$ cat src/rtl/jtframe_i2s_div.sv
// Bit-clock divider for the I2S transmitter: free-running while run=1, parked low otherwise.
// fall marks the clk edge on which bclk goes from 1 to 0.
module jtframe_i2s_div #(
    parameter int BCLK_DIV = 8
) (
    input  logic clk,
    input  logic rst_n,
    input  logic run,
    output logic bclk,
    output logic fall
);
    localparam int CW = $clog2(BCLK_DIV + 1);

    logic [CW-1:0] cnt_r;
    logic          bclk_r;
    logic          wrap_s;

    assign wrap_s = (cnt_r == CW'(BCLK_DIV - 1));
    assign fall   = run & wrap_s & bclk_r;
    assign bclk   = bclk_r;

    // Half-period counter and bit clock; both held at zero while not running
    always_ff @(posedge clk or negedge rst_n) begin
        if (!rst_n) begin
            cnt_r  <= '0;
            bclk_r <= 1'b0;
        end else if (!run) begin
            cnt_r  <= '0;
            bclk_r <= 1'b0;
        end else if (wrap_s) begin
            cnt_r  <= '0;
            bclk_r <= ~bclk_r;
        end else begin
            cnt_r  <= cnt_r + CW'(1);
            bclk_r <= bclk_r;
        end
    end
endmodule

$ cat src/rtl/jtframe_i2s_tx.sv
// Philips I2S serialiser for the stereo sound path; derives bclk/lrclk from clk.
// Samples are captured once per frame, at the fall that starts slot 0.
module jtframe_i2s_tx #(
    parameter int DW       = 16,
    parameter int SLOTW    = 32,
    parameter int BCLK_DIV = 8,
    parameter int SIGNED   = 1
) (
    input  logic          clk,
    input  logic          rst_n,
    input  logic          en,
    input  logic [DW-1:0] l_data,
    input  logic [DW-1:0] r_data,
    output logic          sample_ack,
    output logic          bclk,
    output logic          lrclk,
    output logic          sdata
);
    localparam int FW = 2 * SLOTW;
    localparam int PW = $clog2(FW);

    typedef enum logic {
        ST_IDLE = 1'b0,
        ST_RUN  = 1'b1
    } state_t;

    if (SLOTW < DW) begin : g_bad_slotw
        $error("jtframe_i2s_tx: SLOTW must be >= DW");
    end
    if (BCLK_DIV < 1) begin : g_bad_div
        $error("jtframe_i2s_tx: BCLK_DIV must be >= 1");
    end

    // Unsigned input is re-centred by flipping the MSB
    function automatic logic [DW-1:0] to_word(input logic [DW-1:0] d);
        logic [DW-1:0] w;
        if (SIGNED != 0) begin
            w = d;
        end else begin
            w = {~d[DW-1], d[DW-2:0]};
        end
        return w;
    endfunction

    // Word select is high one bit ahead of the right slot, through its second-to-last bit
    function automatic logic lr_of(input logic [PW-1:0] p);
        return (p >= PW'(SLOTW - 1)) && (p <= PW'(FW - 2));
    endfunction

    state_t        state_r, state_nx_s;
    logic [PW-1:0] p_r, p_nx_s;
    logic [DW-1:0] sl_r, sr_r, l_word_s, r_word_s;
    logic          lrclk_r, sdata_r, ack_r;
    logic          div_fall_s, last_s, start_s, stop_s, step_s;

    jtframe_i2s_div #(.BCLK_DIV(BCLK_DIV)) u_div (
        .clk   (clk),
        .rst_n (rst_n),
        .run   (state_r == ST_RUN),
        .bclk  (bclk),
        .fall  (div_fall_s)
    );

    assign l_word_s = to_word(l_data);
    assign r_word_s = to_word(r_data);
    assign last_s   = (p_r == PW'(FW - 1));
    assign p_nx_s   = p_r + PW'(1);
    // Leaving IDLE counts as a fall, so the first frame starts on the very next edge
    assign start_s  = ((state_r == ST_IDLE) && en) || (div_fall_s && last_s && en);
    assign stop_s   = div_fall_s && last_s && !en;
    assign step_s   = div_fall_s && !last_s;

    assign sample_ack = ack_r;
    assign lrclk      = lrclk_r;
    assign sdata      = sdata_r;

    // Next-state decode for the IDLE/RUN controller
    always_comb begin
        state_nx_s = state_r;
        case (state_r)
            ST_IDLE: begin
                if (en) begin
                    state_nx_s = ST_RUN;
                end else begin
                    state_nx_s = ST_IDLE;
                end
            end
            ST_RUN: begin
                if (stop_s) begin
                    state_nx_s = ST_IDLE;
                end else begin
                    state_nx_s = ST_RUN;
                end
            end
            default: state_nx_s = ST_IDLE;
        endcase
    end

    // Controller state register
    always_ff @(posedge clk or negedge rst_n) begin
        if (!rst_n) begin
            state_r <= ST_IDLE;
        end else begin
            state_r <= state_nx_s;
        end
    end

    // Slot counter, shift registers and serial outputs, all advanced on bclk falls
    always_ff @(posedge clk or negedge rst_n) begin
        if (!rst_n) begin
            p_r     <= '0;
            sl_r    <= '0;
            sr_r    <= '0;
            sdata_r <= 1'b0;
            lrclk_r <= 1'b0;
            ack_r   <= 1'b0;
        end else if (start_s) begin
            p_r     <= '0;
            sl_r    <= l_word_s << 1;
            sr_r    <= r_word_s;
            sdata_r <= l_word_s[DW-1];
            lrclk_r <= lr_of(PW'(0));
            ack_r   <= 1'b1;
        end else if (stop_s) begin
            p_r     <= '0;
            sdata_r <= 1'b0;
            lrclk_r <= 1'b0;
            ack_r   <= 1'b0;
        end else if (step_s) begin
            p_r     <= p_nx_s;
            lrclk_r <= lr_of(p_nx_s);
            ack_r   <= 1'b0;
            // Shifting out zeros pads the slot once the sample bits are used up
            if (p_nx_s < PW'(SLOTW)) begin
                sdata_r <= sl_r[DW-1];
                sl_r    <= sl_r << 1;
            end else begin
                sdata_r <= sr_r[DW-1];
                sr_r    <= sr_r << 1;
            end
        end else begin
            ack_r <= 1'b0;
        end
    end
endmodule
$ cat config.mk
export PLATFORM = sky130hd
export DESIGN_NAME = jtframe_i2s_tx
export DESIGN_NICKNAME = d
export VERILOG_FILES = /design/src/rtl/jtframe_i2s_div.sv /design/src/rtl/jtframe_i2s_tx.sv
export SDC_FILE = /design/constraint.sdc
export NUM_CORES = 1
export LEC_CHECK = 0
export CAP_MARGIN = 20
export CORE_UTILIZATION = 56
export CTS_CLUSTER_SIZE = 25
export DETAILED_ROUTE_END_ITERATION = 10
export GPL_TIMING_DRIVEN = 1
export MAX_ROUTING_LAYER = met4
export PLACE_DENSITY = 0.85
export SETUP_SLACK_MARGIN = 0.1
export SLEW_MARGIN = 25
export SYNTH_ARGS = -nofsm -noshare
export SYNTH_HDL_FRONTEND = slang
export SYNTH_SLANG_ARGS = --single-unit
$ cat constraint.sdc
create_clock -name clk -period 6.55 [get_ports clk]
set_input_delay 1.31 -clock clk [delete_from_list [all_inputs] [get_ports clk]]
set_output_delay 1.31 -clock clk [all_outputs]
set_load 0.02 [all_outputs]
==> flow_metrics.tcl <==
set metrics [dict create \
    num_antenna_cells 0 \
    vdd_drop_max_mv 0.1383 \
    grt_start_max_net_pins 47 \
    ctsHoldBuffers 0 \
    detail-route-antenna-nets 0 \
    cts_tree "built" \
    crit_type "in -> reg" \
    cts_max_path_buffers 2 \
    io_pins 39 \
    drive_gt1_share_pct 10.29 \
    period_share_pct 44.08 \
    die_area_sq_um 4263 \
    ctsResizeCount 0 \
    syn-cell-area_sq_um 2243 \
    cts_sinks 46 \
    synth_cell_types 43 \
    syn_avg_cell_area_sq_um 10.89 \
    drt_iter0_drc 146 \
    clkTransAtPathRegs_ns 0.09 \
    endpoint_kind "flip-flop" \
    grt_pass1_wl_mm 7.472 \
    ys_seq_area_share_pct 51.31 \
    ys.flop_type "dfrtp_1" \
    final-max-slew-violation-count 0 \
    final.min_clock_period_ns 2.887 \
    fin_cells 291 \
    yosysTopAreaCell "dfrtp_1" \
    power_leakage_nw 1.183 \
    cap_viol_max_count 0 \
    hold_viol 0 \
    nNetsFinal 281 \
    drc 0 \
    synthCells 206 \
    clock_skew_ns 0.007912 \
    cp-start-kind "primary input" \
    powerDensity_nw_per_um2 191.9 \
    cts_buffers 5 \
    dpl-instance-area_sq_um 2609 \
    required_ns 6.70 \
    io_buffer_count 38 \
    dpl.hpwl_mm 2.873 \
    antenna_found_initial 0 \
    timing.hold.ws_ns 0.4871 \
    htreeDepth 2 \
    vias 1668 \
    fill_cells 289 \
    gr-total-overflow 0 \
    start_util_pct 59.93 \
    syn_to_final_growth_pct 21.31 \
    grt.total_usage_pct 23.66 \
    synth_seq_cells 46 \
    synth_area_leaders "dfrtp_1 (51%), o22a_1 (5.9%), o21a_1 (5.0%)" \
    relSlewSlack_pct 48.50 \
    synth_fp_nets 245 \
    die_x_um 65.30 \
    first_pass_iters 5 \
    yosysMostFrequentCell "dfrtp_1" \
    grt_pass1_vias 1643 \
    final_area_sq_um 2721 \
    crit_arrival_ns 3.04 \
    dp_cells 283 \
    routed_wl_mm 4.268 \
    rows 22 \
    hp-class "reg -> reg" \
    clock_latency_ns 0.30 \
    clock-root-buffer "clkbuf_8" \
    synth_common_cells "dfrtp_1 (46), inv_1 (20), o21a_1 (15), o22a_1 (15), o22ai_1 (14)" \
    async_flop_share_pct 100.0 \
    wl_per_cell_um 14.67 \
    synth_edf_count 0 \
    tightestPinTransition_ns 0.7725 \
    core_sq_um 3744 \
    ys_warn_count 0 \
    post_cts_buffers 0 \
    fin_setup_tns_ns 0 \
    rsz0062_at_grt "false" \
    die_y_um 65.30 \
    crit_fanout 33 \
    avgViaCountPerCell 5.732 \
    fmax_mhz 346.4 \
    synth_top_area_share_pct 51.31 \
    status "finished clean" \
    place.gp.congestion 0.7836 \
    final-setup-viol-count 0 \
]
-- metal layers --
metal | vias up | track usage, % | wire length [um]
met2 | 39 | 38.66 | 2071
met1 | 814 | 29.37 | 1989
met3 | 7 | 5.208 | 151
met4 | 0 | 7.337 | 55
li1 | 808 | - | -
met5 | - | - | 0
-- where the power goes --
group / switching [mW] / internal [mW] / leakage [nW]
Combinational: 0.00879 / 0.0176 / 0.518
Sequential: 0 / 0.284 / 0.613
Clock: 0.0981 / 0.114 / 0.0514
Total: 0.107 / 0.415 / 1.18
-- critical path: stages --
cell,delay (ns)
clkdlybuf4s50_1,0.46
nand2_1,0.08
buf_4,0.32
and2_1,0.70
a21oi_1,0.16
-- flip-flops by register name, summed over array words and instances, names as in the netlist --
| name | cells |
|---|---|
| state_r | 1 |
| sdata | 1 |
| u_div.cnt_r | 4 |
| lrclk | 1 |
| u_div.bclk | 1 |
| sample_ack | 1 |
| p_r | 6 |
| sl_r | 15 |
| sr_r | 16 |
-- cells in the final DEF, fill, tap and decap left out, drive strengths merged, types with 2 or more instances in the layout --
master          n
nand3           7
nand4           2
clkbuf          6
a21boi          2
nor3            3
o21ai           4
o21a           15
ha              4
nand2          11
and3            2
dfrtp          46
o22a           15
xor2            4
buf             2
a21oi          16
o22ai          14
clkdlybuf4s50  37
nor2            9
xnor2           3
and2            2
inv            20
-- cell type report --
type	instances	area, sq um	share of cell area [%]
sequential	46	1151	42.30
tap	48	60.06	2.207
clock inverter	2	37.54	1.379
clock buffer	6	72.57	2.667
inverter	20	75.07	2.759
multi-input combinational	130	939.7	34.53
timing repair buffer	39	385.4	14.16
-- metrics by stage --
stage	util, %	worst slack (ns)	power, mW
2_1_floorplan	-	4.370	0.2896
3_3_place_gp	69.69	3.396	0.3163
3_5_place_dp	69.69	3.355	0.3162
4_1_cts	72.63	3.673	0.5245
5_1_grt	72.69	3.514	0.5386
6_report	72.69	3.663	0.5221
-- kinds of logic after synthesis --
group | Yosys count | share of synthesized area (%)
compound gates | 76 | 26.49
xor+xnor | 7 | 2.733
fa+ha+maj | 4 | 2.231
buf+inv | 30 | 6.804
flops | 46 | 51.31
mux | 1 | 0.4462
simple gates | 42 | 9.984
-- path summary, 6_finish.rpt --
path | slack [ns] | start | endpoint | cells past startpoint
worst max-delay path | 3.66 | en | sl_r[3] | 5
worst min-delay path | 0.49 | u_div.cnt_r[0] | u_div.cnt_r[0] | 1
worst max register to register | 3.83 | p_r[0] | sl_r[1] | 6
worst min register to register | 0.49 | u_div.cnt_r[0] | u_div.cnt_r[0] | 1
max in group asynchronous | 5.16 | rst_n | sl_r[14] | 1
min in group asynchronous | 0.99 | rst_n | p_r[2] | 1
(Power assumes the default switching activity.)
